$ cat config.mk
export PLATFORM = sky130hd
export DESIGN_NAME = rshf_serial
export DESIGN_NICKNAME = d
export VERILOG_FILES = /design/src/rtl/rshf_serial.sv
export SDC_FILE = /design/constraint.sdc
export NUM_CORES = 1
export LEC_CHECK = 0
export BUFFER_PORTS_ARGS = -buffer_cell sky130_fd_sc_hd__buf_2
export CORE_UTILIZATION = 54
export CTS_BUF_LIST = sky130_fd_sc_hd__clkbuf_4 sky130_fd_sc_hd__clkbuf_8 sky130_fd_sc_hd__clkbuf_16
export CTS_CLUSTER_DIAMETER = 40
export DETAILED_ROUTE_END_ITERATION = 7
export PLACE_DENSITY = 0.8
export SYNTH_ARGS = -nofsm -noshare
export SYNTH_HDL_FRONTEND = slang
export SYNTH_SLANG_ARGS = --single-unit
$ cat constraint.sdc
create_clock -name clk -period 3.1 [get_ports clk]
set_clock_uncertainty 0.2 [all_clocks]
set_input_delay 0.31 -clock clk [delete_from_list [all_inputs] [get_ports clk]]
set_output_delay 0.31 -clock clk [all_outputs]
set_load 0.02 [all_outputs]
$ cat src/rtl/rshf_serial.sv
// Multi-cycle right shifter: one bit position per clock under a start/busy/done handshake.
// Provides SRL/SRA and recovers word indices from byte addresses.
module rshf_serial #(
    parameter int unsigned WIDTH   = 28,
    parameter int unsigned SHAMT_W = 5
) (
    input  logic               clk,
    input  logic               rst,
    input  logic               start,
    input  logic [WIDTH-1:0]   data_in,
    input  logic [SHAMT_W-1:0] shamt,
    input  logic               arith,
    output logic [WIDTH-1:0]   data_out,
    output logic               busy,
    output logic               done
);

    // Counter must be able to hold WIDTH itself (clamped shift amount).
    localparam int unsigned CNT_W = $clog2(WIDTH + 1);

    typedef enum logic [1:0] {
        StIdle,
        StShift,
        StDone
    } state_e;

    state_e             state_q, state_d;
    logic [WIDTH-1:0]   work_q, work_d;
    logic [CNT_W-1:0]   cnt_q, cnt_d;
    logic               arith_q, arith_d;
    logic [WIDTH-1:0]   data_out_q, data_out_d;
    logic               busy_q, busy_d;
    logic               done_q, done_d;
    logic [CNT_W-1:0]   eff_cnt;

    always_comb begin
        if ({{(32 - SHAMT_W){1'b0}}, shamt} >= WIDTH) begin
            eff_cnt = CNT_W'(WIDTH);
        end else begin
            eff_cnt = CNT_W'(shamt);
        end
    end

    always_comb begin
        state_d    = state_q;
        work_d     = work_q;
        cnt_d      = cnt_q;
        arith_d    = arith_q;
        data_out_d = data_out_q;

        unique case (state_q)
            StIdle, StDone: begin
                if (start) begin
                    work_d  = data_in;
                    arith_d = arith;
                    cnt_d   = eff_cnt;
                    state_d = StShift;
                end else begin
                    state_d = StIdle;
                end
            end
            StShift: begin
                if (cnt_q != '0) begin
                    work_d = {arith_q & work_q[WIDTH-1], work_q[WIDTH-1:1]};
                    cnt_d  = cnt_q - CNT_W'(1);
                end else begin
                    // Result only becomes visible here, so the old value stays readable while busy.
                    data_out_d = work_q;
                    state_d    = StDone;
                end
            end
            default: begin
                state_d = StIdle;
            end
        endcase

        busy_d = (state_d == StShift);
        done_d = (state_d == StDone);
    end

    always_ff @(posedge clk or posedge rst) begin
        if (rst) begin
            state_q    <= StIdle;
            work_q     <= '0;
            cnt_q      <= '0;
            arith_q    <= 1'b0;
            data_out_q <= '0;
            busy_q     <= 1'b0;
            done_q     <= 1'b0;
        end else begin
            state_q    <= state_d;
            work_q     <= work_d;
            cnt_q      <= cnt_d;
            arith_q    <= arith_d;
            data_out_q <= data_out_d;
            busy_q     <= busy_d;
            done_q     <= done_d;
        end
    end

    assign data_out = data_out_q;
    assign busy     = busy_q;
    assign done     = done_q;

endmodule

==> results.json, run 1 <==
{
  "cts_sinks": 66,
  "hp-start": "shamt[2]",
  "placementRows": 26,
  "ys_seq_area_frac": 0.551,
  "drcViolationCount": 0,
  "peakVddDrop_mv": 0.600,
  "place_inst": 337,
  "syn-cell-area_mm2": 0.00300,
  "first_iter_violations": 77,
  "grt_usage": 0.215,
  "drt-wirelength-per-cell_um": 15.6,
  "instances_no_fill": 355,
  "cts_resized": 0,
  "slowest_stage": "or3b_1",
  "synth_cell_types": 31,
  "crit_path_start_kind": "flop",
  "p_leak_uw": 0.00182,
  "cp_data_required_time_ns": 3.12,
  "crit_chain": "inv_1, ha_1, or3b_1, or3_1, buf_4, inv_2, mux2_2",
  "cts_buffer_depth": 2,
  "crit_arrival_ns": 2.54,
  "postLayoutCoreUtil": 0.696,
  "synth_edf_count": 0,
  "rrSetupSlack_ns": 0.58,
  "die_h_um": 76.5,
  "synth_area_per_cell_um2": 14.6,
  "max-cap-violations": 0,
  "clock_latency_ns": 0.34,
  "clkTransAtPathRegs_ns": 0.07,
  "end_kind": "flop",
  "htree_num_levels": 3,
  "syn_inst": 205,
  "route.vias.total": 1874,
  "ys_ff_latch": 66,
  "p_per_area_mw_per_mm2": 1140,
  "dp_hpwl_um": 3810,
  "setup.worst_path.start": "cnt_q[0]",
  "grt_first_pass_wirelength_um": 9560,
  "synth_ff_type": "dfrtp_1",
  "io_buffers": 66,
  "antenna_found_initial": 0,
  "cp_top_family": "simple AND/OR/NAND/NOR gates",
  "ant_nets": 0,
  "outcome": "complete, no violations",
  "cts_root_buffer": "clkbuf_8",
  "die_x_um": 76.5,
  "diodes": 0,
  "post-cts-setup-buffer-count": 0,
  "path_max_fanout": 11,
  "worst_pin_slew_ns": 0.969,
  "synthToLayoutAreaGrowth_pct": 21.7,
  "drive_above_1_share": 0.611,
  "power.total_uw": 4160,
  "ios": 67,
  "gp_congestion": 0.776,
  "grt_pass1_vias": 2008,
  "drt_pass1_iterations": 4,
  "cp_slowest_stage_delay_ns": 0.41,
  "final-setup-viol-count": 0,
  "max_freq_mhz": 397,
  "synth-async-reset-ratio": 1.00,
  "core_area_mm2": 0.00524,
  "min_period_ns": 2.52,
  "r2r-start": "cnt_q[0]",
  "slew_viol_final": 0,
  "via_per_inst": 5.28,
  "grt_max_degree": 32,
  "layout.nets": 319,
  "max-slew-margin-rel": 0.351,
  "dieArea_mm2": 0.00585,
  "synth-warning-count": 0,
  "wirelength_um": 5530,
  "cts_buffers": 9,
  "overflow": 0,
  "crit_buf_inv": 3,
  "initial_utilization": 0.572,
  "setup_tns_ns": 0,
  "tritoncts": "built",
  "hold_violations": 0,
  "period_share": 0.812,
  "hold_class": "primary input to flop",
  "syn-num-nets": 243,
  "rsz0062_at_grt": "no",
  "crit_type": "flop to flop"
}
[cell usage in the layout (no fill, tap or decap), drive strengths merged]
| master | instances |
|---|---|
| bufinv | 1 |
| a21oi | 1 |
| o211ai | 1 |
| nand3b | 1 |
| nand2 | 3 |
| nor3b | 2 |
| ha | 1 |
| a31oi | 2 |
| nor3 | 1 |
| nand3 | 2 |
| buf | 73 |
| nor2 | 4 |
| clkbuf | 13 |
| or3 | 1 |
| a211oi | 2 |
| a32oi | 2 |
| mux2i | 3 |
| o21ai | 5 |
| inv | 7 |
| nand2b | 2 |
| dlygate4sd3 | 3 |
| nor4b | 1 |
| xor2 | 1 |
| dfrtp | 66 |
| or3b | 2 |
| clkinv | 1 |
| nor2b | 2 |
| mux2 | 82 |
[per-layer routing]
| layer | up-vias | routed length (um) | global-route usage |
|---|---|---|---|
| li1 | 886 | - | - |
| met1 | 910 | 2480 | 0.274 |
| met2 | 66 | 2550 | 0.333 |
| met3 | 12 | 377 | 0.0551 |
| met4 | 0 | 132 | 0.123 |
| met5 | - | 0 | 0 |
[stage by stage]
stage / cell area (um2) / hold WS [ns] / setup WS [ns]
4_1_cts: 3650 / 0.0525 / 0.583
2_1_floorplan: 3000 / 0.215 / 0.896
3_3_place_gp: 3410 / 0.130 / 0.660
3_5_place_dp: 3410 / 0.139 / 0.621
6_report: 3650 / 0.0774 / 0.583
5_1_grt: 3650 / 0.0777 / 0.487
[final timing paths]
| path | to | depth (start not counted) |
|---|---|---|
| setup / recovery | data_out[5] | 7 |
| hold / removal | cnt_q[2] | 3 |
| setup reg to reg | data_out[5] | 7 |
| hold reg to reg | arith_q | 2 |
| max in group asynchronous | work_q[25] | 4 |
| min in group asynchronous | work_q[12] | 3 |
[final cells by class]
class	count	area, um2
clock inverters	2	35.0
repair buffers	76	413
inverters	7	26.3
well taps	70	87.6
clock buffers	13	173
fillers	403	1590
flip-flops and latches	66	1650
multi-input cells	121	1260
[worst reg2reg max path: cells and delay by family, from the launching register on]
family | cells | cell delay (ns)
and+or+nand+nor | 2 | 0.77
buffers and inverters | 3 | 0.48
DFF | 1 | 0.38
muxes | 1 | 0.36
adders and majority gates | 1 | 0.21
[Yosys cell counts, drive strengths merged, types with 2 or more instances]
library cell  number  area, um2
a211oi             2       15.0
a31oi              2       12.5
a32oi              2       17.5
buf                9       62.6
clkbuf             2       7.51
dfrtp             66       1650
inv                7       26.3
mux2              82        995
mux2i              3       30.0
nand2              3       11.3
nand2b             2       12.5
nand3              2       10.0
nor2               4       15.0
nor2b              2       12.5
nor3b              2       15.0
o21ai              5       25.0
or3b               2       17.5
[report_power, final]
part / total [uW] / switching (uW) / internal [uW]
logic: 1840 / 815 / 1020
clock network: 748 / 307 / 441
registers: 1580 / 284 / 1290
total: 4160 / 1410 / 2750
[cell families after synthesis]
group	synth area share
simple gates	0.0405
xor+xnor	0.00292
fa+ha+maj	0.00417
buf+inv	0.0321
compound gates	0.0275
flops	0.551
mux	0.342
[flip-flops by register name, indices dropped and copies added, names as in the netlist]
register and flops:
cnt_q 5, busy 1, data_out 28, work_q 28, state_q 2, done 1
arith_q 1
[repair_timing]
| action | 4_1_cts | 5_1_grt |
|---|---|---|
| setup endpoints to repair | 0 | 0 |
| hold endpoints to repair | 21 | 0 |
| hold buffers | 3 | 0 |
Power figures use the tool's default switching activity.
==> inputs of run 2 (changes only) <==
CORE_UTILIZATION = 48   (was 54)
PLACE_DENSITY = 0.75   (was 0.8)
clock period = 2.2 ns   (was 3.1 ns; I/O delays follow)
==> run 2 against run 1 <==
Net effect: the run now ends with negative setup slack left; global-route usage shrank 2.2 points; fmax grew 12%; cell area grew 7.3%; combinational power grew 61%; sequential share of layout area shrank 3.1 points; non-clock buffer count grew 20; first-iteration DRC count grew 9.1%; sequential power grew 41%; critical path type unchanged.
==> results.json, run 2 (synthesized netlist as in run 1, its figures left out) <==
{
  "cpMostUsedCell": "buf_12",
  "layout.nets": 339,
  "max-slew-margin-rel": 0.642,
  "dp_slack_ns": -0.105,
  "outcome": "complete, but fails checks",
  "clock_latency_ns": 0.33,
  "hold_path_end": "work_q[16]",
  "crit_arrival_ns": 2.26,
  "period_share": 1.02,
  "r2r-start": "cnt_q[0]",
  "grt_first_pass_wirelength_um": 9270,
  "cts_buffers": 9,
  "worstReg2RegEnd": "data_out[19]",
  "final_cell_mix": "dfrtp_1, buf_2, mux2_2, mux2_4, buf_4",
  "p_comb_frac": 0.483,
  "cp_top_family": "simple AND/OR/NAND/NOR gates",
  "seqPwrFrac": 0.362,
  "rsz0062_at_grt": "yes",
  "first_iter_violations": 84,
  "rrSetupSlack_ns": -0.04,
  "htree_num_levels": 3,
  "peakVddDrop_mv": 0.770,
  "cp_slowest_stage_delay_ns": 0.39,
  "setup_ws_ns": -0.0418,
  "cts_buffer_depth": 2,
  "power.total_uw": 6130,
  "drive_above_1_share": 0.644,
  "grt_max_degree": 32,
  "die_h_um": 81.0,
  "io_buffers": 66,
  "final_area_mm2": 0.00392,
  "hp-start": "data_in[16]",
  "drt_pass1_iterations": 4,
  "wirelength_um": 5790,
  "postLayoutCoreUtil": 0.657,
  "violations": "negative setup slack",
  "crit_type": "flop to flop",
  "drt-wirelength-per-cell_um": 15.2,
  "gp_congestion": 0.797,
  "crit_path_start_kind": "flop",
  "hold_violations": 0,
  "route.vias.total": 1910,
  "initial_utilization": 0.503,
  "p_per_area_mw_per_mm2": 1570,
  "max_freq_mhz": 446,
  "crit_chain": "inv_2, ha_4, or3b_4, or3_4, buf_12, buf_12, mux2_4",
  "ios": 67,
  "min_period_ns": 2.24,
  "antenna_found_initial": 0,
  "dp_hpwl_um": 3980,
  "via_per_inst": 5.01,
  "end_kind": "flop",
  "path_max_fanout": 6,
  "overflow": 0,
  "crit_buf_inv": 3,
  "power.internal_uw": 4010,
  "cts_root_buffer": "clkbuf_8",
  "clkTransAtPathRegs_ns": 0.07,
  "final-setup-viol-count": 7,
  "synthToLayoutAreaGrowth_pct": 30.6,
  "ant_nets": 0,
  "worst_pin_slew_ns": 0.536,
  "drcViolationCount": 0,
  "holdWs_ns": 0.0410,
  "grt_usage": 0.193,
  "diodes": 0,
  "slew_viol_final": 0,
  "p_leak_uw": 0.00194,
  "die_x_um": 81.0,
  "tritoncts": "built",
  "power_switching_share": 0.345,
  "dieArea_mm2": 0.00657,
  "clkPwrFrac": 0.155,
  "power.switching_uw": 2110,
  "max-cap-violations": 0,
  "cp_data_required_time_ns": 2.22,
  "postPlaceCellArea_mm2": 0.00357,
  "slowest_stage": "dfrtp_1",
  "hold_depth": 3,
  "hold_class": "primary input to flop",
  "cts_sinks": 66,
  "grt_pass1_vias": 1908,
  "placementRows": 28,
  "rr_worst_depth": 7,
  "core_area_mm2": 0.00596
}
-- run 2: changes by cell type in the layout (fill, tap and decap cells not counted), moves of 2 or more --
| cell | before | now |
|---|---|---|
| buf_12 | 0 | 5 |
| buf_4 | 7 | 19 |
| clkinvlp_4 | 0 | 2 |
| dlygate4sd3_1 | 3 | 6 |
| inv_1 | 5 | 3 |
| mux2_2 | 63 | 56 |
| mux2_4 | 19 | 26 |
-- run 2: what timing repair did --
item | in CTS | in global routing
gates resized for setup | 13 | 6
setup buffers | 0 | 4
endpoints found under the hold margin | 27 | 0
hold buffers | 6 | 0
endpoints found under the setup margin | 14 | 25
-- run 2: through the flow --
step / std cells / setup TNS, ns
2_1_floorplan: 205 / 0
3_3_place_gp: 355 / -0.197
3_5_place_dp: 355 / -1.12
4_1_cts: 377 / -0.645
5_1_grt: 381 / -0.869
6_report: 381 / -0.205
-- run 2: routing by layer --
layer	wire [um]	global-route usage
met2	2690	0.281
met5	0	0
met3	245	0.0629
met1	2790	0.268
met4	71	0.0696
-- run 2: layout make-up --
type	count	area, um2
Fill cell	439	2040
Sequential cell	66	1650
Multi-Input combinational cell	121	1310
Timing Repair Buffer	96	633
Clock buffer	12	165
Tap cell	75	93.8
Inverter	7	38.8
Clock inverter	4	25.0
-- run 2: worst max-delay path by stage --
stage / start / to / cells past startpoint
floorplan: cnt_q[0] / data_out[15] / 7
global placement: cnt_q[0] / data_out[0] / 7
detailed placement: cnt_q[0] / data_out[5] / 7
CTS: cnt_q[1] / data_out[17] / 7
global route: cnt_q[0] / data_out[17] / 7
finish: cnt_q[0] / data_out[19] / 7
-- run 2: power by group through the flow --
| stage | combinational [uW] | sequential [uW] | clock [uW] |
|---|---|---|---|
| finish | 2960 | 2220 | 949 |
| global route | 3180 | 2290 | 1050 |
| CTS | 2910 | 2210 | 983 |
| detailed placement | 2830 | 2230 | 0 |
| global placement | 2770 | 2210 | 0 |
| floorplan | 1740 | 2450 | 0 |
-- run 2: worst min-delay path: stages --
cell    delay (ns)
buf_2         0.07
mux2_2        0.12
mux2_2        0.13
